**src/rtl/message_pkg.sv**
```systemverilog
// Shared types and constants for the text-message playback block:
// FSM encoding, message lengths/ids and the character tables.
package message_pkg;

  localparam int unsigned CHAR_W = 8;
  localparam int unsigned IDX_W  = 4;

  typedef enum logic [1:0] {
    S_IDLE    = 2'd0,
    S_WAIT    = 2'd1,
    S_PRESENT = 2'd2
  } state_t;

  localparam int unsigned LEN_GUATEMALA = 9;
  localparam int unsigned LEN_QUETZAL   = 7;

  localparam logic MSG_GUATEMALA = 1'b0;
  localparam logic MSG_QUETZAL   = 1'b1;

  localparam logic [0:LEN_GUATEMALA-1][CHAR_W-1:0] GUATEMALA_CHARS = {
    8'h47, 8'h75, 8'h61, 8'h74, 8'h65, 8'h6D, 8'h61, 8'h6C, 8'h61
  };

  localparam logic [0:LEN_QUETZAL-1][CHAR_W-1:0] QUETZAL_CHARS = {
    8'h51, 8'h75, 8'h65, 8'h74, 8'h7A, 8'h61, 8'h6C
  };

endpackage

```
**src/rtl/message_rom.sv**
```systemverilog
// Combinational character lookup: (msg_id, idx) -> (character, last flag).
// Any index past the end of a message reads as NUL and flags last.
module message_rom
  import message_pkg::*;
(
  input  logic              msg_id,
  input  logic [IDX_W-1:0]  idx,
  output logic [CHAR_W-1:0] ch,
  output logic              last
);

  always_comb begin
    ch   = 8'h00;
    last = 1'b1;
    if (msg_id == MSG_QUETZAL) begin
      if (idx < IDX_W'(LEN_QUETZAL)) begin
        ch   = QUETZAL_CHARS[idx[2:0]];
        last = (idx == IDX_W'(LEN_QUETZAL - 1));
      end
    end else begin
      if (idx < IDX_W'(LEN_GUATEMALA)) begin
        ch   = GUATEMALA_CHARS[idx];
        last = (idx == IDX_W'(LEN_GUATEMALA - 1));
      end
    end
  end

endmodule

```
**src/rtl/message_sequencer.sv**
```systemverilog
// Paced playback of the on-chip text messages towards a valid/ready sink.
// A reloadable countdown spaces characters; the sink may stall indefinitely.
module message_sequencer
  import message_pkg::*;
#(
  parameter int unsigned DIV_W = 16
) (
  input  logic              clk,
  input  logic              rst_n,
  input  logic              ena,
  input  logic [1:0]        sel,
  input  logic              start,
  input  logic              loop,
  input  logic              hold,
  input  logic [DIV_W-1:0]  div,
  output logic [CHAR_W-1:0] char_out,
  output logic              char_valid,
  input  logic              char_ready,
  output logic [IDX_W-1:0]  idx,
  output logic              busy,
  output logic              msg_done
);

  state_t             state;
  state_t             state_nxt;
  logic [DIV_W-1:0]   cnt;
  logic               msg_id;
  logic [CHAR_W-1:0]  rom_char;
  logic               rom_last;
  logic               go;
  logic               tick;
  logic               accept;

  assign go     = start && ena;
  assign tick   = ena && !hold;
  assign accept = char_ready;

  message_rom u_rom (
    .msg_id (msg_id),
    .idx    (idx),
    .ch     (rom_char),
    .last   (rom_last)
  );

  always_ff @(posedge clk) begin
    if (!rst_n) state <= S_IDLE;
    else        state <= state_nxt;
  end

  always_comb begin
    state_nxt = state;
    case (state)
      S_IDLE:    if (go) state_nxt = S_WAIT;
      S_WAIT:    if (tick && cnt == '0) state_nxt = S_PRESENT;
      S_PRESENT: if (accept) state_nxt = (rom_last && !loop) ? S_IDLE : S_WAIT;
      default:   state_nxt = S_IDLE;
    endcase
  end

  always_comb begin
    busy       = (state != S_IDLE);
    char_valid = (state == S_PRESENT);
  end

  // Pacing counter, message selection and the character/index registers.
  always_ff @(posedge clk) begin
    if (!rst_n) begin
      char_out <= 8'h00;
      idx      <= '0;
      msg_done <= 1'b0;
      cnt      <= '0;
      msg_id   <= 1'b0;
    end else begin
      msg_done <= 1'b0;
      case (state)
        S_IDLE: begin
          if (go) begin
            msg_id <= sel[1] ^ sel[0];
            idx    <= '0;
            cnt    <= div;
          end
        end
        S_WAIT: begin
          if (tick) begin
            if (cnt != '0) cnt      <= cnt - DIV_W'(1);
            else           char_out <= rom_char;
          end
        end
        S_PRESENT: begin
          if (accept) begin
            if (rom_last) begin
              msg_done <= 1'b1;
              if (loop) begin
                msg_id <= sel[1] ^ sel[0];
                idx    <= '0;
                cnt    <= div;
              end
            end else begin
              idx <= idx + IDX_W'(1);
              cnt <= div;
            end
          end
        end
        default: ;
      endcase
    end
  end

endmodule

```
**config.mk**
```make
export PLATFORM = sky130hd
export DESIGN_NAME = message_sequencer
export DESIGN_NICKNAME = d
export VERILOG_FILES = /design/src/rtl/message_pkg.sv /design/src/rtl/message_rom.sv /design/src/rtl/message_sequencer.sv
export SDC_FILE = /design/constraint.sdc
export NUM_CORES = 1
export LEC_CHECK = 0
export ABC_AREA = 0
export BUFFER_PORTS_ARGS = -buffer_cell sky130_fd_sc_hd__buf_4
export CAP_MARGIN = 0
export CORE_MARGIN = 1.5
export CORE_UTILIZATION = 50
export DETAILED_ROUTE_END_ITERATION = 8
export PLACE_DENSITY_LB_ADDON = 0.08
export SLEW_MARGIN = 5
export SYNTH_ARGS = -nofsm -noshare
export SYNTH_HDL_FRONTEND = slang
export SYNTH_SLANG_ARGS = --single-unit
export TNS_END_PERCENT = 100
```
**constraint.sdc**
```tcl
create_clock -name clk -period 3.7 [get_ports clk]
set_input_delay 0.37 -clock clk [delete_from_list [all_inputs] [get_ports clk]]
set_output_delay 0.37 -clock clk [all_outputs]
set_load 0.01 [all_outputs]
```
==> Word level (Yosys, flattened, before mapping) <==
Memories as Yosys holds them, arrays and structs flattened.
Cells that the tools add are included.
{ "classes": {"n_addsub": 2, "multipliers": 0, "div_mod_pow": 0, "n_lt_le_gt_ge": 4, "n_eq_ne": 12, "shifts": 0, "n_mux": 33, "bitwise_logic": 4, "n_reduce_logical": 18} }
{ "op_table": {"columns": ["operator", "count"], "rows": [
  ["16-bit 2-to-1 mux", 6],
  ["8-bit 2-to-1 mux", 7],
  ["16-bit one-hot mux with 3 select lines", 1],
  ["16-bit zero test", 1],
  ["4-bit 2-to-1 mux", 4],
  ["16-bit nonzero test", 1],
  ["16-bit by 1-bit subtractor with 16-bit output, second input constant", 1],
  ["2-bit inequality test, second input constant", 5],
  ["1-bit 2-to-1 mux", 9],
  ["3-bit AND reduction", 3],
  ["4-bit one-hot mux with 2 select lines", 1],
  ["2-bit 2-to-1 mux", 3],
  ["2-bit one-hot mux with 3 select lines", 1],
  ["6-bit AND reduction", 1],
  ["5-bit greater-or-equal comparator, second input constant", 1],
  ["4-bit inverter with 5-bit output", 1],
  ["5-bit AND reduction", 1],
  ["4-bit by 1-bit adder with 4-bit output, second input constant", 1],
  ["4-bit by 3-bit == test with 1-bit output, second input constant", 1],
  ["4-bit == test, second input constant", 1],
  ["4-bit greater-or-equal comparator, second input constant", 1],
  ["1-bit logical AND", 4],
  ["4-bit by 3-bit < comparator with 1-bit output, second input constant", 1],
  ["4-bit < comparator, second input constant", 1],
  ["other kinds (13)", 16]
]} }
{ "totals": {"reg_bits": 32, "latch_bits": 0, "ram_bits": 0, "rom_bits": 192, "input_bits": 25, "word_cells": 81, "mem_count": 2} }
{ "memory_table": {"columns": ["name", "words", "width", "read_ports", "rd_clocked_by_memory_dff", "wr", "line_no", "rtl"], "rows": [
  ["(name not given)", 16, 8, 1, 0, 0, "message_rom.sv:22", "ch = GUATEMALA_CHARS[idx];"],
  ["(name not given)", 8, 8, 1, 0, 0, "message_rom.sv:17", "ch = QUETZAL_CHARS[idx[2:0]];"]
]} }

==> Longest topological paths before layout <==
Gate-level depths: netlist (run 1).
{ "depth": {"ltp_word": 7, "mapped_depth": 9, "ltp_nobuf": 7} }

==> Modules after synthesis <==
A second synthesis (run 1) with hierarchy kept.
{ "unflattened": {"cells_unflattened": 257, "hier_area_um2": 1965.6} }
{ "modules_own_cells": {"columns": ["module", "n_inst", "cells_each", "area_each_um2", "seq_area_each_um2"], "rows": [
  ["message_sequencer", 1, 226, 1771.7, 640.6],
  ["message_rom", 1, 31, 193.9, 0.0]
]} }

==> Worst setup path after synthesis (run 1) <==
Ideal clock, no wire load.
{ "synth_timing": {"path_kind": "register to register", "startpoint": "register idx[0]", "endpoint": "register idx[2]", "arrival_ns": 2.023, "required_ns": 3.630, "setup_slack_ns": 1.606, "path_stages_with_launch": 9, "path_buffers": 1, "period_less_slack_ns": 2.094, "cell_sequence": "dfxtp_1 > clkbuf_1 > inv_1 > ha_1 > o211ai_1 > a21o_1 > nand2_1 > or4_1 > a21oi_1"} }
{ "synth_via": {"elab_chain_len": 6, "word_cells_on_any_way": 13, "classes_between": "1 x add/sub; 2 x order compare; 3 x eq/ne; 6 x mux; 1 x reduce/logical"} }
{ "synth_lines": {"columns": ["element", "line_no", "rtl"], "rows": [
  ["start: declaration", "message_sequencer.sv:19", "output logic [IDX_W-1:0] idx,"],
  ["start signal: assignment", "message_sequencer.sv:99", "idx <= idx + IDX_W'(1);"],
  ["4-bit < comparator, or another cell as far along", "message_rom.sv:21", "if (idx < IDX_W'(LEN_GUATEMALA)) begin"],
  ["1-bit 2-to-1 mux (on tied branches)", "message_rom.sv:21, message_rom.sv:16", null],
  ["1-bit 2-to-1 mux", "message_rom.sv:15", "if (msg_id == MSG_QUETZAL) begin"],
  ["4-bit 2-to-1 mux", "message_sequencer.sv:91", "if (rom_last) begin"],
  ["4-bit 2-to-1 mux", "message_sequencer.sv:90", "if (accept) begin"],
  ["4-bit one-hot mux with 2 select lines", "message_sequencer.sv:75", "case (state)"]
]} }
Several ways; a longest one is shown, not always the timed one. The select of a mux whose other input is x is not followed.
A chain may end at the register's enable or synchronous reset.

==> Worst setup path in the final report (run 1) <==
{ "layout_timing": {"startpoint": "register cnt[0]", "endpoint": "register char_out[4]"} }
{ "layout_via": {"elab_chain_len": 3} }
{ "layout_lines": {"columns": ["element", "line_no", "rtl"], "rows": [
  ["start: declaration", "message_sequencer.sv:26", "logic [DIV_W-1:0] cnt;"],
  ["start signal: assignment", "message_sequencer.sv:80", "cnt <= div;"],
  ["start signal: assignment", "message_sequencer.sv:85", "if (cnt != '0) cnt <= cnt - DIV_W'(1);"],
  ["start signal: assignment", "message_sequencer.sv:96", "cnt <= div;"],
  ["16-bit nonzero test", "message_sequencer.sv:85", null],
  ["1-bit inverter (no source line)", null, null],
  ["3-bit AND reduction (no source line)", null, null],
  ["end signal: assignment", "message_sequencer.sv:86", "else char_out <= rom_char;"],
  ["end: declaration", "message_sequencer.sv:16", "output logic [CHAR_W-1:0] char_out,"]
]} }
Every way passes these cells.

==> results of run 1 <==
## registers in the layout, summed over array words and instances, names as in the netlist
name and count:
msg_done 1, state 2, cnt 16, msg_id 1, idx 4, char_out 7
## through the flow
stage	std cells	total power [W]
after floorplan	258	0.000545
after global placement	326	0.000596
after detailed placement	326	0.000598
after CTS	334	0.000848
after global routing	334	0.000896
final	334	0.000843
## cells by family after synthesis
family / share of synthesized area, %
AND/OR/NAND/NOR: 31.2
multiplexers: 3.61
XOR/XNOR: 0.443
AO/OA/AOI/OAI: 23.3
adder cells (fa/ha/maj): 3.80
other: 0.190
buffers and inverters: 6.08
flip-flops: 31.4
## where the power goes
part | total (W) | internal [W] | switching [W]
Sequential | 0.000384 | 0.000354 | 0.0000307
Combinational | 0.000208 | 0.0000901 | 0.000118
Clock | 0.000250 | 0.000132 | 0.000119
## cell usage after synthesis (5+ instances only)
master / n / share of area [%]
nor2b_1: 5 / 1.6
clkbuf_1: 17 / 3.2
o211ai_1: 7 / 2.7
inv_1: 8 / 1.5
ha_1: 6 / 3.8
nor3_1: 8 / 2.0
a21oi_1: 30 / 7.6
nand3_1: 7 / 1.8
nor2_1: 19 / 3.6
nand2_1: 33 / 6.3
dfxtp_1: 31 / 31
nand2b_1: 7 / 2.2
mux2i_1: 6 / 3.0
o21ai_0: 14 / 3.5
## metal layers
| layer | vias up | global-route usage (%) | wire length (µm) |
|---|---|---|---|
| li1 | 983 | - | - |
| met1 | 882 | 27.5 | 2040 |
| met2 | 38 | 39.3 | 2150 |
| met3 | 7 | 4.09 | 181 |
| met4 | 0 | 8.59 | 78 |
| met5 | - | 0 | 0 |
## cell usage in the layout (no fill, tap or decap), drive strengths merged, types with 3 or more instances in the layout
master  netlist  routed
dfxtp        31      31
or4           3       3
o22ai         4       4
ha            6       6
nand3         8       8
a21oi        30      30
a21o          3       3
nor2         19      19
nand4         3       3
o31ai         4       4
inv           8       8
or3           3       3
o32ai         3       3
nand2b        7       7
mux2i         6       6
o21ai        14      14
o211ai        7       7
nand2        33      33
clkbuf       17       7
nor3          8       8
nor2b         5       5
buf           3      40
or4b          3       3
a31oi         3       3
nor4          6       6
## worst register-to-register path, cell delays in order (launching register included)
cell     delay [ns]
dfxtp_1        0.34
inv_1          0.07
ha_1           0.18
nor3b_2        0.38
and4b_1        0.40
nand3_4        0.17
or4b_1         0.51
a21oi_1        0.14
## final timing paths
check	end	slack [ns]	cells after the start	start
min	msg_done	0.34	3	char_ready
max	char_out[4]	1.43	7	cnt[0]
min reg2reg	char_out[1]	0.46	2	char_out[1]
max reg2reg	char_out[4]	1.43	7	cnt[0]
## cell type report
| class | count | share of cell area, % |
|---|---|---|
| tap | 48 | 2.58 |
| clock inverter | 1 | 0.215 |
| multi-input combinational | 199 | 53.1 |
| inverter | 8 | 1.29 |
| timing repair buffer | 40 | 12.9 |
| clock buffer | 7 | 3.28 |
| sequential | 31 | 26.7 |
==> reports/results.ini, run 1 <==
[synthesis]
syn-num-nets=289
synthArstFlopShare_pct=0
ys_seq_area_share_pct=31.4
syn_area_per_cell_um2=7.66
ys_ff_latch=31
synth_edf_count=0
synth_cell_type_count=44
syn-cell-area_um2=1980
synth_cells=258
yosysWarningCount=0
synth_ff_type=dfxtp_1

[timing]
setup_slack_ns=1.43
setup_tns_ns=0
hold_ws_ns=0.341
finalSetupViolations=0
slew_violations=0
maxSlewHeadroom_pct=43.3
min_period_ns=2.27
rsz0062_at_grt=no
finalCritPeriodShare_pct=61.3
max_freq_mhz=441
worst_slew_pin_slew_ns=0.850
final-hold-violation-count=0
finalClockSkew_ns=0.00455

[cells_and_area]
regArea_um2=621
stdcell_area_um2=2330
area_growth_pct=17.8
utilization_pct=62.7
drive_gt1_share_pct=18.9
multi_input_area_um2=1240
nets=316
n_antenna_cell=0
nFillCells=347

[pwr]
peakVddDrop_uv=252
p_leak_nw=0.898
p_per_area_nw_per_um2=362

[floorplanning]
num_rows=22
fp.dieH_um=65.9
die_area_um2=4340
core_um2=3720
fp.dieW_um=65.9
start_util_pct=53.2
pin_count=40

[placed_design]
postPlaceCellArea_um2=2250
dpl_worst_slack_ns=1.45
port-buffer-count=38
place_congestion=0.793
hpwl_mm=3.04

[critical_path]
end_kind=flop
required_ns=3.90
critical_path_arrival_ns=2.47
start_kind=flop
cp_slowest_stage_delay_ns=0.51
worst-path-max-fanout=12
critPathTopFamily=simple AND/OR/NAND/NOR gates
worstPathCellList=inv_1 -> ha_1 -> nor3b_2 -> and4b_1 -> nand3_4 -> or4b_1 -> a21oi_1
cp_num_buf_inv=1
cpMaxStageDelayCell=or4b_1
critPathKind=reg2reg

[drt]
ant_nets=0
num_vias=1910
wl_per_cell_um=13.3
drt-total-wl_mm=4.45
drt_pass1_iterations=4
drt_iter0_markers=126
drc=0
via_per_inst=5.72

[flow_run]
cap_violations=0

[status]
outcome=completed

[clocking]
cts_setup_buffers=0
clk_pin_slew_ns=0.06
post_cts_resized=0
cts_tree=yes
hold_buffers=0
clockRootBuffer=clkbuf_8
clkLatencyLatePin_ns=0.28
cts_buffers=5
numClockSinks=31
clock_path_buffers=2
htreeDepth=2

[grt]
grt_pass1_wl_mm=7.64
grt_overflow=0
grt_usage_pct=22.6
grt_pass1_vias=1730
grt_max_degree=34
antenna_found_initial=0

[hold_path]
hold_class=in2reg

No activity file was read; power rests on OpenSTA's default activity.
==> run 2, diff against run 1 <==
clock period = 2.3 ns   (was 3.7 ns; I/O delays follow)
==> run 2 against run 1 <==
Effect of this change:
- first-iteration DRC count decreased by 13%
- register-to-register slack got worse by 1.2 ns
- sequential power up 60%
- hold slack got worse by 0.16 ns
- clock skew up 0.0018 ns
- final area up 5.3%
- largest cell class unchanged
- fmax rose by 11%
- highest routed layer unchanged
==> reports/results.ini, run 2 (same netlist as run 1, synthesis figures left out) <==
[status]
outcome=completed

[pwr]
clockPowerShare_pct=36.2  ; +6.5 points
p_int_w=0.00110  ; +91%
power_frac_comb_pct=24.2  ; -0.5 points
peakVddDrop_uv=451  ; +79%
switchingPower_w=0.000455  ; +70%
p_per_area_nw_per_um2=633  ; +75%
p_total_w=0.00155  ; +84%
p_sw_share_pct=29.3  ; -2.4 points
p_leak_nw=0.972  ; +8.3%
power.share.sequential_pct=39.6  ; -6.0 points

[floorplanning]
fp.dieH_um=65.9  ; unchanged
pin_count=40  ; unchanged
start_util_pct=53.2  ; unchanged
fp.dieW_um=65.9  ; unchanged
num_rows=22  ; unchanged
core_um2=3720  ; unchanged
die_area_um2=4340  ; unchanged

[clocking]
cts_buffers=5  ; unchanged
cts_tree=yes
numClockSinks=31  ; unchanged
cts_setup_buffers=0  ; unchanged
clk_pin_slew_ns=0.07  ; about the same
htreeDepth=2  ; unchanged
clkLatencyLatePin_ns=0.29  ; about the same
clockRootBuffer=clkbuf_8
post_cts_resized=0  ; unchanged
hold_buffers=0  ; unchanged
clock_path_buffers=2  ; unchanged

[critical_path]
cpMaxStageDelayCell=or4b_1
critPathKind=reg2reg
required_ns=2.51  ; -1.39 ns
critical_path_arrival_ns=2.25  ; -0.22 ns
worstRegToRegCells=7  ; unchanged
start_kind=flop
r2r_slack_ns=0.26  ; -1.18 ns
end_kind=flop
cp_slowest_stage_delay_ns=0.50  ; about the same
worstPathCellList=inv_1 -> ha_1 -> nor3b_2 -> and4b_1 -> nand3_4 -> or4b_1 -> a21oi_1
worst-path-max-fanout=12  ; unchanged

[drt]
drt-total-wl_mm=4.54  ; +2.1%
wl_per_cell_um=13.2  ; -0.83%
via_per_inst=5.68  ; -0.62%
drt_pass1_iterations=4  ; unchanged
drc=0  ; unchanged
num_vias=1955  ; +2.4%
drt_iter0_markers=109  ; -13%
ant_nets=0  ; unchanged

[cells_and_area]
nFillCells=338  ; -2.6%
fin_cells=344  ; +3.0%
largest_reg_flops=16  ; unchanged
reg.largest.list=cnt (16), char_out (7), idx (4)
largest_register=cnt
drive_gt1_share_pct=22.3  ; +3.4 points
nets=326  ; +3.2%
area_growth_pct=24.1
final_cell_mix=buf_4, nand2_1, dfxtp_1, a21oi_1, nor2_1
layout.cells.most_common=buf_4
n_antenna_cell=0  ; unchanged

[timing]
rsz0062_at_grt=no
finalClockSkew_ns=0.00634  ; +0.00179 ns
min_period_ns=2.04  ; -0.224 ns
finalCritPeriodShare_pct=88.8  ; +28 points
setup_tns_ns=0  ; unchanged
final-hold-violation-count=0  ; unchanged
finalSetupViolations=0  ; unchanged
slew_violations=0  ; unchanged
maxSlewHeadroom_pct=49.5  ; +6.1 points
worst_slew_pin_slew_ns=0.757  ; -0.0929 ns
max_freq_mhz=490  ; +11%

[grt]
grt_pass1_vias=1804  ; +4.3%
grt_usage_pct=23.7  ; +1.1 points
grt_max_degree=34  ; unchanged
grt_overflow=0  ; unchanged
grt_pass1_wl_mm=7.91  ; +3.6%
antenna_found_initial=0  ; unchanged

[placed_design]
port-buffer-count=38  ; unchanged
place_congestion=0.799  ; +0.83%
dp_cells=336  ; +3.1%
hpwl_mm=3.27  ; +7.3%

[hold_path]
hold_depth=3  ; unchanged
hold_class=in2reg

[flow_run]
cap_violations=0  ; unchanged

## run 2: path summary, 6_finish.rpt
check                   start          end
setup / recovery       cnt[0]  char_out[3]
hold reg to reg   char_out[2]  char_out[2]
hold / removal     char_ready     msg_done
setup reg to reg       cnt[0]  char_out[3]
## run 2: layout make-up
| cell class | count | area [µm²] | share of cell area, % |
|---|---|---|---|
| repair buffers | 50 | 388 | 15.8 |
| well taps | 48 | 60.1 | 2.45 |
| multi-input cells | 199 | 1240 | 50.4 |
| clock inverters | 2 | 35.0 | 1.43 |
| flip-flops and latches | 31 | 621 | 25.3 |
| inverters | 8 | 30.0 | 1.22 |
| clock buffers | 6 | 82.6 | 3.37 |
## run 2: worst max-delay path: cells and delay by family, from the launching register on
| kind | cells | cell delay, ns |
|---|---|---|
| AO/OA/AOI/OAI | 1 | 0.15 |
| adder cells (fa/ha/maj) | 1 | 0.18 |
| buffers and inverters | 1 | 0.07 |
| flip-flops | 1 | 0.34 |
| AND/OR/NAND/NOR | 4 | 1.21 |
## run 2: power groups by stage
stage               Sequential, W  Combinational, W  Clock, W
floorplan                0.000614          0.000262         0
global placement         0.000626          0.000372         0
detailed placement       0.000626          0.000376         0
CTS                      0.000614          0.000377  0.000575
global route             0.000620          0.000422  0.000605
finish                   0.000615          0.000375  0.000563
## run 2: per-stage QoR
stage                     setup slack, ns  area, µm²  utilization [%]  hold WS (ns)
after CTS                           0.240       2450             66.0         0.181
after detailed placement            0.270       2330             62.8         0.456
after floorplan                     0.206       1980                -         0.356
final                               0.258       2450             66.0         0.183
after global routing               0.0658       2450             66.0         0.195
after global placement              0.300       2330             62.8         0.444
## run 2: layer usage
| layer | vias up | GRT usage (%) | share of wire [%] |
|---|---|---|---|
| met2 | 40 | 41.3 | 51 |
| met5 | - | 0 | 0 |
| li1 | 1001 | - | - |
| met4 | 0 | 10.4 | 1.8 |
| met1 | 906 | 27.7 | 44 |
| met3 | 8 | 4.94 | 3.3 |
==> run 3, diff against run 2 <==
CELL_PAD_IN_SITES_DETAIL_PLACEMENT = 1   (was unset)
CELL_PAD_IN_SITES_GLOBAL_PLACEMENT = 1   (was unset)
CORE_UTILIZATION = 40   (was 50)
==> run 3 against run 2 <==
Effect of this change:
- non-clock buffer count is 4 higher
- hold slack better by 0.027 ns
- sequential power hardly changed
- critical path type unchanged
- via count is 2.4% higher
- setup slack worse by 0.074 ns
- largest cell class unchanged
- utilization is 14 points lower
- wire length is 17% higher
- clock skew is 0.0030 ns higher
- sequential cell count stayed put
- power is 0.66% higher
- critical path depth stayed put
- die area is 24% higher
==> reports/results.ini, run 3 (same netlist as run 1, synthesis figures left out) <==
[clocking]
cts_tree=yes
clk_pin_slew_ns=0.07  ; about the same
htreeDepth=2  ; unchanged
clock_path_buffers=2  ; unchanged
numClockSinks=31  ; unchanged
cts_setup_buffers=0  ; unchanged
clkLatencyLatePin_ns=0.29  ; about the same
cts_buffers=5  ; unchanged
clockRootBuffer=clkbuf_8

[floorplanning]
num_rows=25  ; +14%
pin_count=40  ; unchanged
start_util_pct=41.6  ; -12 points
fp.dieW_um=73.3  ; +11%
fp.dieH_um=73.3  ; +11%
die_area_um2=5370  ; +24%
core_um2=4750  ; +28%

[flow_run]
cap_violations=0  ; unchanged

[grt]
grt_pass1_wl_mm=9.01  ; +14%
grt_pass1_vias=1973  ; +9.4%
antenna_found_initial=0  ; unchanged
grt_overflow=0  ; unchanged
grt_max_degree=25  ; -26%
grt_usage_pct=21.5  ; -2.2 points

[pwr]
switchingPower_w=0.000464  ; +2.0%
p_leak_nw=0.986  ; +1.4%
power.share.sequential_pct=39.2  ; -0.4 points
power_frac_comb_pct=25.0  ; +0.8 points
p_int_w=0.00110  ; +0.13%
p_per_area_nw_per_um2=626  ; -1.1%
peakVddDrop_uv=291  ; -35%
p_sw_share_pct=29.7  ; +0.38 points
clockPowerShare_pct=35.8  ; -0.4 points

[cells_and_area]
largest_register=cnt
nets=330  ; +1.2%
final_cell_mix=buf_4, nand2_1, a21oi_1, dfxtp_1, nor2_1
n_antenna_cell=0  ; unchanged
stdcell_area_um2=2490  ; +1.7%
drive_gt1_share_pct=23.7  ; +1.4 points
layout.cells.most_common=buf_4
utilization_pct=52.5  ; -14 points
nFillCells=619  ; +83%
largest_reg_flops=16  ; unchanged
area_growth_pct=26.2
reg.largest.list=cnt (16), char_out (7), idx (4)

[timing]
max_freq_mhz=472  ; -3.5%
hold_ws_ns=0.211  ; +0.0274 ns
rsz0062_at_grt=no
finalCritPeriodShare_pct=92.0  ; +3.2 points
final-hold-violation-count=0  ; unchanged
finalClockSkew_ns=0.00937  ; +0.00303 ns
setup_tns_ns=0  ; unchanged
slew_violations=0  ; unchanged
min_period_ns=2.12  ; +0.0742 ns
finalSetupViolations=0  ; unchanged

[critical_path]
crit_end=idx[2]
critical_path.startpoint=idx[0]
r2r_end=idx[2]
r2r_slack_ns=0.18  ; -0.07 ns
r2r_start=idx[0]
worstRegToRegCells=7  ; unchanged
critPathKind=reg2reg
end_kind=flop
required_ns=2.51  ; about the same
critical_path_arrival_ns=2.33  ; +0.08 ns
start_kind=flop
worst-path-max-fanout=10  ; -2

[placed_design]
postPlaceCellArea_um2=2380  ; +1.8%
hpwl_mm=3.96  ; +21%
place_congestion=0.755  ; -5.6%
port-buffer-count=38  ; unchanged

[status]
outcome=completed

[drt]
wl_per_cell_um=14.5  ; +10%
drt_iter0_markers=59  ; -46%
drt_pass1_iterations=4  ; unchanged
drt-total-wl_mm=5.33  ; +17%
drc=0  ; unchanged
via_per_inst=5.45  ; -4.1%
num_vias=2001  ; +2.4%
ant_nets=0  ; unchanged

[hold_path]
hold_depth=3  ; unchanged
hold_class=in2reg

run 3: changes by cell type in the layout (fill, tap and decap cells not counted), sizes merged:
cell  change
buf       +4
run 3: what timing repair did:
action | in CTS | in global routing
hold buffers | 0 | 0
endpoints found under the setup margin | 0 | 8
gates resized for setup | 0 | 1
run 3: critical path, cell delays in order (launching register included):
cell and delay, ns:
dfxtp_2 0.43, inv_1 0.12, ha_1 0.20, o211ai_1 0.27
a21o_1 0.19, nand2_1 0.15, or4_1 0.52, a21oi_1 0.15
run 3: worst min path at each step:
stage	startpoint	slack (ns)	to
after floorplan	char_ready	0.36	msg_done
after global routing	char_ready	0.22	msg_done
final	char_ready	0.21	msg_done
after CTS	char_ready	0.21	msg_done
after global placement	char_out[2]	0.45	char_out[2]
after detailed placement	char_out[3]	0.45	char_out[3]
run 3: final cells by class:
type	instances	area, µm²	share of cell area [%]
inverter	8	30.0	1.20
tap	67	83.8	3.36
clock inverter	2	35.0	1.40
sequential	31	622	24.9
multi-input combinational	199	1240	49.5
clock buffer	6	82.6	3.31
timing repair buffer	54	405	16.2
run 3: metrics by stage:
step | power, W | setup slack, ns | std cells
after global routing | 0.00165 | 0.0583 | 367
after CTS | 0.00158 | 0.0394 | 367
final | 0.00156 | 0.184 | 367
after global placement | 0.00101 | 0.190 | 359
after detailed placement | 0.00102 | 0.0831 | 359
after floorplan | 0.000876 | 0.206 | 258
run 3: metal layers:
metal  global-route usage (%)  wire [µm]  vias to the layer above
li1                         -          -                     1008
met2                     39.8       2820                       30
met4                     7.41         47                        0
met5                        0          0                        -
met1                     24.4       2280                      959
met3                     4.25        179                        4
run 3: power by group through the flow:
stage	registers, W	clock network [W]	logic [W]
final	0.000612	0.000560	0.000390
after floorplan	0.000614	0	0.000262
after global placement	0.000624	0	0.000387
after detailed placement	0.000625	0	0.000393
after global routing	0.000618	0.000602	0.000434
after CTS	0.000613	0.000575	0.000395
